**config.mk**
```make
export PLATFORM = sky130hd
export DESIGN_NAME = rc4_key_scheduler
export DESIGN_NICKNAME = d
export VERILOG_FILES = /design/src/rtl/rc4_key_scheduler.sv
export SDC_FILE = /design/constraint.sdc
export NUM_CORES = 1
export LEC_CHECK = 0
export CAP_MARGIN = 40
export CORE_MARGIN = 1.5
export CORE_UTILIZATION = 59
export CTS_BUF_LIST = sky130_fd_sc_hd__clkbuf_4
export DETAILED_ROUTE_END_ITERATION = 8
export PLACE_DENSITY = 0.88
export SLEW_MARGIN = 40
export SYNTH_ARGS = -nofsm -noshare
export SYNTH_HDL_FRONTEND = slang
export SYNTH_SLANG_ARGS = --single-unit
```
**constraint.sdc**
```tcl
create_clock -name clk -period 4.4 [get_ports clk]
set_input_delay 0.88 -clock clk [delete_from_list [all_inputs] [get_ports clk]]
set_output_delay 0.88 -clock clk [all_outputs]
set_load 0.05 [all_outputs]
```
**src/rtl/rc4_key_scheduler.sv**
```systemverilog
// rtl/rc4_key_scheduler.sv - RC4 key-scheduling FSM driving an external single-port S-RAM
module rc4_key_scheduler #(
    parameter int RAM_WIDTH  = 8,
    parameter int RAM_LENGTH = 8,
    parameter int KEY_LENGTH = 3
) (
    input  logic                    clk,
    input  logic                    reset,
    input  logic                    start,
    input  logic [KEY_LENGTH*8-1:0] secret_key,
    input  logic [RAM_WIDTH-1:0]    sOut,
    output logic [RAM_WIDTH-1:0]    sIn,
    output logic [RAM_LENGTH-1:0]   sAddr,
    output logic                    sWren,
    output logic                    done
);

    localparam int KIW = (KEY_LENGTH > 1) ? $clog2(KEY_LENGTH) : 1;

    typedef enum logic [3:0] {
        IDLE,
        FILL,
        READ_SI,
        CALC_J,
        READ_SJ,
        LATCH_SJ,
        WRITE_SI,
        WRITE_SJ,
        DONE
    } state_t;

    state_t                state_q, state_d;
    logic [RAM_LENGTH-1:0] i_q, i_d;
    logic [RAM_LENGTH-1:0] j_q, j_d;
    logic [RAM_WIDTH-1:0]  si_q, si_d;
    logic [RAM_WIDTH-1:0]  sj_q, sj_d;
    logic [KIW-1:0]        kidx_q, kidx_d;
    logic                  start_q;
    logic [RAM_WIDTH-1:0]  s_in_q, s_in_d;
    logic [RAM_LENGTH-1:0] s_addr_q, s_addr_d;
    logic                  s_wren_q, s_wren_d;
    logic                  done_q, done_d;

    logic                  start_edge;
    logic                  i_last;
    logic [7:0]            key_bytes [KEY_LENGTH];

    // Byte 0 of the key sits in the most significant byte of secret_key.
    for (genvar g = 0; g < KEY_LENGTH; g++) begin : g_key_bytes
        assign key_bytes[g] = secret_key[8*(KEY_LENGTH-1-g) +: 8];
    end

    assign start_edge = start & ~start_q;
    assign i_last     = (i_q == {RAM_LENGTH{1'b1}});

    always_comb begin
        state_d = state_q;
        i_d     = i_q;
        j_d     = j_q;
        si_d    = si_q;
        sj_d    = sj_q;
        kidx_d  = kidx_q;
        case (state_q)
            IDLE, DONE: begin
                if (start_edge) begin
                    state_d = FILL;
                    i_d     = '0;
                    j_d     = '0;
                    kidx_d  = '0;
                end
            end
            FILL: begin
                if (i_last) begin
                    state_d = READ_SI;
                    i_d     = '0;
                    j_d     = '0;
                    kidx_d  = '0;
                end else begin
                    i_d = i_q + 1'b1;
                end
            end
            READ_SI: state_d = CALC_J;
            CALC_J: begin
                si_d    = sOut;
                j_d     = j_q + RAM_LENGTH'(sOut) + RAM_LENGTH'(key_bytes[kidx_q]);
                state_d = READ_SJ;
            end
            READ_SJ: state_d = LATCH_SJ;
            LATCH_SJ: begin
                sj_d    = sOut;
                state_d = WRITE_SI;
            end
            WRITE_SI: state_d = WRITE_SJ;
            WRITE_SJ: begin
                if (i_last) begin
                    state_d = DONE;
                end else begin
                    i_d     = i_q + 1'b1;
                    kidx_d  = (kidx_q == KIW'(KEY_LENGTH-1)) ? '0 : kidx_q + 1'b1;
                    state_d = READ_SI;
                end
            end
            default: state_d = IDLE;
        endcase
    end

    // Outputs are decoded from the next state so they register alongside it.
    always_comb begin
        s_in_d   = '0;
        s_addr_d = '0;
        s_wren_d = 1'b0;
        done_d   = (state_d == DONE);
        case (state_d)
            FILL: begin
                s_addr_d = i_d;
                s_in_d   = RAM_WIDTH'(i_d);
                s_wren_d = 1'b1;
            end
            READ_SI: s_addr_d = i_d;
            READ_SJ: s_addr_d = j_d;
            WRITE_SI: begin
                s_addr_d = i_d;
                s_in_d   = sj_d;
                s_wren_d = 1'b1;
            end
            WRITE_SJ: begin
                s_addr_d = j_d;
                s_in_d   = si_d;
                s_wren_d = 1'b1;
            end
            default: ;
        endcase
    end

    always_ff @(posedge clk or negedge reset) begin
        if (!reset) begin
            state_q  <= IDLE;
            i_q      <= '0;
            j_q      <= '0;
            si_q     <= '0;
            sj_q     <= '0;
            kidx_q   <= '0;
            start_q  <= 1'b0;
            s_in_q   <= '0;
            s_addr_q <= '0;
            s_wren_q <= 1'b0;
            done_q   <= 1'b0;
        end else begin
            state_q  <= state_d;
            i_q      <= i_d;
            j_q      <= j_d;
            si_q     <= si_d;
            sj_q     <= sj_d;
            kidx_q   <= kidx_d;
            start_q  <= start;
            s_in_q   <= s_in_d;
            s_addr_q <= s_addr_d;
            s_wren_q <= s_wren_d;
            done_q   <= done_d;
        end
    end

    assign sIn   = s_in_q;
    assign sAddr = s_addr_q;
    assign sWren = s_wren_q;
    assign done  = done_q;

endmodule

```
# Word-level counts from Yosys, hierarchy flattened
# Index checks and enable logic that the tools add are counted.
op_classes:
  n_addsub: 4
  n_lt_le_gt_ge: 1
  eq_ne: 19
  n_mux: 24
  n_bitwise: 3
  n_reduce_logical: 7
op_table:
  columns: ["cell", "count"]
  rows:
  - ["$mux 8", 9]
  - ["$pmux 8 s3", 3]
  - ["$pmux 4 s8", 1]
  - ["$eq 4x3->1 const B", 7]
  - ["$add 8x8->8", 2]
  - ["$bmux 8 s2", 1]
  - ["$pmux 8 s2", 1]
  - ["$eq 4x2->1 const B", 3]
  - ["$mux 4", 3]
  - ["$add 8x1->8 const B", 1]
  - ["$eq 4x1->1 const B", 2]
  - ["$eq 4x4->1 const B", 2]
  - ["$eq 8x8->1 const B", 1]
  - ["$mux 2", 4]
  - ["$ne 2x2->1 const B", 3]
  - ["$pmux 2 s3", 1]
  - ["$reduce_or 3->1", 2]
  - ["$logic_not 4->1", 1]
  - ["$reduce_and 4->1", 1]
  - ["$reduce_or 2->1", 2]
  - ["$ge 3x3->1 const B", 1]
  - ["$not 2->3", 1]
  - ["$reduce_bool 3->1", 1]
  - ["$add 2x1->2 const B", 1]
  - ["other kinds (4)", 4]
word_totals:
  regBits: 57
  input_bits: 35
  output_inout_bits: 18
  word_cells: 69

# Longest topological paths before layout
# Gate-level depths: netlist of the first run.
logic_depth:
  ltp_word: 7
  depth_mapped: 13
  depth_no_buf: 12

# Worst setup path before layout of the first run
# Ideal clock, no wire load.
synth_timing:
  kind: "input port to flip-flop"
  startpoint: "input port secret_key[1]"
  endpoint: "register s_addr_q[7], in the netlist sAddr[7]"
  setup_time_ps: 141
  arrival_ps: 2813
  slack_ps: 1446
  cell_stages: 11
  n_path_buf: 0
  path_cell_list: "mux2i_1 -> o21ai_0 -> fa_1 -> ha_1 -> inv_1 -> fa_1 -> nor2b_1 -> o31a_1 -> o22ai_1 -> xnor2_1 -> o221ai_1"
synth_via:
  elab_chain_len: 6
synth_rtl:
  columns: ["item", "line_no", "text"]
  rows:
  - ["start: declaration", "10", "input logic [KEY_LENGTH*8-1:0] secret_key,"]
  - ["$bmux 8 s2", "85", "j_d = j_q + RAM_LENGTH'(sOut) + RAM_LENGTH'(key_bytes[kidx_q]);"]
  - ["$mux 8 (implied by the code) (2 in series)", "85", null]
  - ["$add 8x8->8", "85", null]
  - ["$pmux 8 s3", "63", "case (state_q)"]
  - ["$pmux 8 s2", "113", "case (state_d)"]
  - ["named net s_addr_d[7]", "40", "logic [RAM_LENGTH-1:0] s_addr_q, s_addr_d;"]
  - ["end signal: assignment", "157", "s_addr_q <= s_addr_d;"]
  - ["end: declaration", "40", null]
# The timed path passes the listed nets, and every way through them passes these cells. The select of a mux whose other input is x is not followed.
# A chain may end at the register's enable or synchronous reset.

# Final worst setup path of the first run
layout_timing:
  startpoint: "register kidx_q[1]"
  endpoint: "register s_addr_q[7], in the netlist sAddr[7]"
layout_via:
  elab_chain_len: 7
layout_rtl:
  columns: ["item", "line_no", "text"]
  rows:
  - ["start: declaration", "37", "logic [KIW-1:0] kidx_q, kidx_d;"]
  - ["start signal: assignment", "154", "kidx_q <= kidx_d;"]
  - ["$not 2->3 (implied by the code)", "85", null]
  - ["$bmux 8 s2", "85", null]
  - ["$mux 8 (implied by the code) (2 in series)", "85", null]
  - ["$add 8x8->8", "85", null]
  - ["$pmux 8 s3", "63", null]
  - ["$pmux 8 s2", "113", null]
  - ["named net s_addr_d[7]", "40", null]
# The timed path passes the listed nets, and every way through them passes these cells. The select of a mux whose other input is x is not followed.

==> results.cfg, run 1 <==
[clock_network]
cts_setup_buffers = 0
path_clk_slew_ns = 0.14
hold_buffers = 0
ctsResizeCount = 0
cts_buffers = 5
cts-root-buf = clkbuf_4
clockBufferDepth = 2
clkSinkCount = 49
htreeDepth = 2
worstSkewPairLatency_ns = 0.38
cts_tree = yes

[floorplanning]
die_x_um = 74.6
pin_count = 53
start_util_pct = 62.8
die_y_um = 74.6
num_rows = 25
dieArea_um2 = 5560
core-area_um2 = 4820

[critical_path]
r2r-start = kidx_q[1]
cp-end-kind = register
worstPathMaxFanout = 11
worstSetupPathType = register to register
slowest_stage = dfrtp_1
arrival_ns = 3.61
startpoint = kidx_q[1]
required_ns = 4.64
path_cells = nor2b_1 > nand2_1 > o21ai_0 > fa_1 > ha_1 > inv_1 > fa_1 > nor2b_1 > o31a_1 > o22ai_1 > xnor2_1 > o221ai_1
critPathLaunchType = register
cpPeakStageDelay_ns = 0.73

[drt]
totalWireLength_um = 7400
vias = 2538
ant_nets = 0
avgRoutedWirePerCell_um = 18.1
drt_iter0_markers = 294
dr.pass1.iters = 5
route.detailed.drc = 0
via_per_inst = 6.22

[timing]
setup_violations = 0
fin_crit_sh_pct = 76.5
drv_slew = 0
rsz0062_at_grt = no
skew_ns = 0.00668
timing.slew.headroom_pct = 53.4
tns_ns = 0
hold_viol_final = 0
timing.fmax_ghz = 0.297
min_period_ns = 3.37
worstMarginPinSlew_ns = 0.694

[global_routing]
antenna_found_initial = 0
grt_max_degree = 50
grt_overflow = 0
grt_pass1_vias = 2470
grt.total_usage_pct = 29.1
grt_pass1_wl_um = 12000

[min_path]
min_path_type = primary input to asynchronous set/reset pin

[logic_synthesis]
syn-cell-area_um2 = 3020
synth_nets = 346
synth-seq-cells = 49
synth_edf_count = 0
syn_inst = 295
ys_warn_count = 0
ys_async_sr_fraction_pct = 100
yosysSeqAreaShare_pct = 40.6
ys_types = 64
ys.flop_type = dfrtp_1
avgSynthCellArea_um2 = 10.2

[cells_and_area]
nFillCells = 360
multi_input_area_um2 = 1660
area_growth_pct = 20.0
drive_gt1_share_pct = 9.38
final_nets = 391
ff_latch_area_um2 = 1230
antenna_cells = 0

[job]
maxCapViolations = 0

[power]
peakVddDrop_mv = 0.145
p_total_w = 0.000907
powerDensity_nw_per_um2 = 250
p_leak_nw = 1.51

[place]
dp_hpwl_um = 5450
portBuffers = 52
gp_congestion = 0.950

[run_status]
status = finished clean
## state kept, by name, summed over array words and instances (netlist names)
signal   flops
i_q          8
j_q          8
sAddr        8
sIn          8
si_q         8
state_q      4
kidx_q       2
done         1
sWren        1
start_q      1
## per-stage QoR
step                      hold slack, ns  cells  util (%)  instance area (um2)  setup slack, ns
after detailed placement           0.465    400      73.6                 3550            0.762
final                              0.497    408      75.3                 3630             1.03
after global placement             0.458    400      73.6                 3540            0.868
after floorplan                    0.447    295         -                 3020             1.45
after CTS                          0.498    408      75.3                 3630             1.03
after global routing               0.534    408      75.3                 3630            0.805
## layer usage
layer,GRT usage [%],part of all wire [%]
met1,39.4,40
met2,47.8,49
met3,4.47,8.0
met4,10.1,2.9
met5,0,0
## worst paths after layout
path	endpoint	slack, ns	cells past startpoint
worst max register to register	sAddr[7]	1.03	12
worst max-delay path	sAddr[7]	1.03	12
worst min-delay path	i_q[4]	0.50	1
min in group clk	si_q[6]	0.50	2
max in group asynchronous	si_q[1]	3.50	1
worst min register to register	si_q[6]	0.50	2
## cells by family after synthesis
| logic type | Yosys count | share of synthesized area, % |
|---|---|---|
| AO/OA/AOI/OAI | 81 | 20.8 |
| XOR/XNOR | 11 | 3.19 |
| adder cells (fa/ha/maj) | 16 | 8.61 |
| buffers and inverters | 27 | 4.43 |
| flip-flops | 49 | 40.6 |
| multiplexers | 13 | 4.51 |
| AND/OR/NAND/NOR | 98 | 17.9 |
## layout make-up
cell class	instances	area share (%)
clock buffers	5	1.04
clock inverters	3	1.14
inverters	11	1.14
multi-input cells	219	45.9
flip-flops and latches	49	33.8
well taps	67	2.31
repair buffers	54	14.7
## Yosys cell counts (5+ instances only)
master,count,area share (%)
mux2i_1,8,2.6
xnor2_1,9,2.6
fa_1,8,5.3
nand2_1,41,5.1
inv_1,11,1.4
o21ai_0,15,2.5
nor2_1,9,1.1
buf_2,8,1.3
nand3_1,6,0.99
o211ai_1,6,1.5
a31oi_1,6,1.2
mux2_2,5,1.9
a21o_1,7,1.7
nor2b_1,10,2.1
dfrtp_1,49,41
ha_1,8,3.3
a21oi_1,7,1.2
## placed cells by master (no fill, tap or decap), drive strengths merged, types with 4 or more instances in the layout
cell            n
a21o            7
a21oi           8
a221o           4
a31oi           7
and3            4
clkbuf          5
clkdlybuf4s50  51
dfrtp          49
fa              8
ha              8
inv            11
mux2            5
mux2i           8
nand2          42
nand3           8
nor2            9
nor2b          10
nor3            4
o211ai          6
o21ai          18
o31ai           5
xnor2           9
## where the power goes
group	switching, W	internal, W	leakage [nW]
combinational	0.0000832	0.0000907	0.902
clock	0.000147	0.000118	0.0389
sequential	0.00000944	0.000459	0.566
total	0.000240	0.000667	1.51
## critical path, delay by kind of cell, from the launching register on
kind / cells / cell delay (ns)
and+or+nand+nor: 3 / 0.67
AOI/OAI and AO/OA: 4 / 0.55
DFF: 1 / 0.73
buffers and inverters: 1 / 0.05
adders and majority gates: 3 / 1.05
xor gates and xnor gates: 1 / 0.18
No activity file was read; power rests on OpenSTA's default activity.
==> inputs of run 2 (changes only) <==
--- a/config.mk
+++ b/config.mk
@@ -7,10 +7,10 @@
 export LEC_CHECK = 0
 export CAP_MARGIN = 40
 export CORE_MARGIN = 1.5
-export CORE_UTILIZATION = 59
+export CORE_UTILIZATION = 49
 export CTS_BUF_LIST = sky130_fd_sc_hd__clkbuf_4
 export DETAILED_ROUTE_END_ITERATION = 8
-export PLACE_DENSITY = 0.88
+export PLACE_DENSITY = 0.78
 export SLEW_MARGIN = 40
 export SYNTH_ARGS = -nofsm -noshare
 export SYNTH_HDL_FRONTEND = slang
==> constraint.sdc (replaced) <==
create_clock -name clk -period 2.9 [get_ports clk]
set_input_delay 0.58 -clock clk [delete_from_list [all_inputs] [get_ports clk]]
set_output_delay 0.58 -clock clk [all_outputs]
set_load 0.05 [all_outputs]
==> run 2 against run 1 <==
  * Combinational power is 84% higher
  * Total power up 47%
  * Highest routed layer unchanged
  * Via count down 0.59%
  * Clock power grew 16%
  * Die area is 20% higher
  * Register-to-register slack got worse by 0.91 ns
  * Largest cell class unchanged
  * Sequential share of layout area decreased by 0.95 points
  * Setup slack worse by 0.93 ns
  * Clock-buffer cell count up 1
==> results.cfg, run 2 (synthesis results as in run 1) <==
[run_status]
status = finished clean

[job]
maxCapViolations = 0

[timing]
min_period_ns = 2.80
rsz0062_at_grt = no
skew_ns = 0.0107
timing.slew.headroom_pct = 51.5
drv_slew = 0
timing.fmax_ghz = 0.357
whs_ns = 0.0661
worstMarginPinSlew_ns = 0.723
tns_ns = 0
setup_violations = 0
hold_viol_final = 0
fin_crit_sh_pct = 96.6
setup_slack_ns = 0.0991

[drt]
vias = 2523
totalWireLength_um = 7310
wl_met3_um = 519
avgRoutedWirePerCell_um = 17.0
ant_nets = 0
met2_length_um = 3520
via_per_inst = 5.88
route.detailed.drc = 0
drt_iter0_markers = 289
routed.top_layer = met4
met1Wirelength_um = 3170
dr.pass1.iters = 4

[critical_path]
arrival_ns = 3.04
slowest_stage = fa_1
worstPathMaxFanout = 2
critPathLaunchType = primary input
cp.buffers_inverters = 2
required_ns = 3.14
cp-end-kind = register
worstSetupPathType = primary input to register
path_cells = clkdlybuf4s50_1 > mux2i_1 > o21ai_1 > fa_1 > ha_1 > inv_1 > fa_2 > nor2b_2 > o31a_1 > o22ai_1 > xnor2_1 > o221ai_1
cpPeakStageDelay_ns = 0.50
cp_top_family = adder cells

[min_path]
min_path_type = primary input to asynchronous set/reset pin

[floorplanning]
start_util_pct = 50.8
dieArea_um2 = 6650
num_rows = 28
pin_count = 53
die_x_um = 81.5
die_y_um = 81.5
core-area_um2 = 5960

[global_routing]
grt_pass1_wl_um = 11400
grt.total_usage_pct = 23.3
grt_max_degree = 38
grt_pass1_vias = 2289
grt_overflow = 0
antenna_found_initial = 0

[cells_and_area]
nFillCells = 492
final_cell_mix = clkdlybuf4s50_1 (51), dfrtp_1 (48), nand2_1 (41)
antenna_cells = 0
final_nets = 405
final_util_pct = 62.7
area_growth_pct = 23.6
final_common_cell = clkdlybuf4s50_1
drive_gt1_share_pct = 15.0

[power]
powerDensity_nw_per_um2 = 358
p_int_w = 0.000966
peakVddDrop_mv = 0.219
p_seq_share_pct = 53.1
p_total_w = 0.00134
p_leak_nw = 1.57
p_switching_w = 0.000371
p_sw_share_pct = 27.7
clockPowerShare_pct = 23.0
pwr-share-comb_pct = 23.9

[clock_network]
worstSkewPairLatency_ns = 0.37
cts_buffers = 5
htreeDepth = 2
path_clk_slew_ns = 0.13
clkSinkCount = 49
cts-root-buf = clkbuf_4
clockBufferDepth = 2
cts_tree = yes

[place]
pre_cts_ws_ns = -0.445
gp_congestion = 0.957
dp_hpwl_um = 5510
portBuffers = 52
[run 2: path summary, 6_finish.rpt]
path | startpoint | to | slack, ns | depth (start not counted)
min | reset | sAddr[4] | 0.07 | 1
max in group asynchronous | reset | j_q[7] | 2.08 | 2
max | secret_key[17] | sAddr[7] | 0.1 | 12
min reg2reg | si_q[5] | si_q[5] | 0.50 | 2
min in group clk | si_q[5] | si_q[5] | 0.50 | 2
max reg2reg | kidx_q[0] | sAddr[7] | 0.12 | 12
[run 2: layout make-up]
type | instances | area (um2) | share of cell area [%]
Sequential cell | 49 | 1230 | 32.9
Multi-Input combinational cell | 219 | 1690 | 45.2
Timing Repair Buffer | 68 | 636 | 17.0
Clock buffer | 6 | 45.0 | 1.21
Clock inverter | 1 | 3.75 | 0.101
Inverter | 11 | 41.3 | 1.11
Tap cell | 75 | 93.8 | 2.51
[run 2: stage by stage]
step	instances	area, um2
finish	429	3730
global route	429	3730
CTS	428	3700
detailed placement	420	3640
global placement	420	3640
floorplan	295	3020
[run 2: timing repair]
action,in CTS,in global routing
buffers inserted,1,1
setup endpoints to repair,2,8
hold buffers,0,0
pin swaps,2,4
gates cloned,0,0
gates resized for setup,3,10
[run 2: metal layers]
metal / global-route usage, % / up-vias
li1: - / 1187
met1: 31.6 / 1235
met2: 37.8 / 89
met3: 4.44 / 12
met4: 7.24 / 0
met5: 0 / -
[run 2: worst reg2reg max path, cell delays in order, from the launching register on]
cell	delay [ns]
dfrtp_1	0.40
nor2b_2	0.17
buf_4	0.16
nand2_1	0.06
o21ai_1	0.08
fa_1	0.54
inv_1	0.07
fa_2	0.40
nor2b_2	0.15
o31a_1	0.16
o22ai_1	0.10
xnor2_1	0.19
o221ai_1	0.15
[run 2: power groups by stage]
stage                     clock [W]  sequential, W  combinational [W]
final                      0.000307       0.000709           0.000320
after global routing       0.000340       0.000712           0.000350
after CTS                  0.000316       0.000710           0.000298
after detailed placement          0       0.000723           0.000292
after global placement            0       0.000722           0.000281
after floorplan                   0       0.000721           0.000165
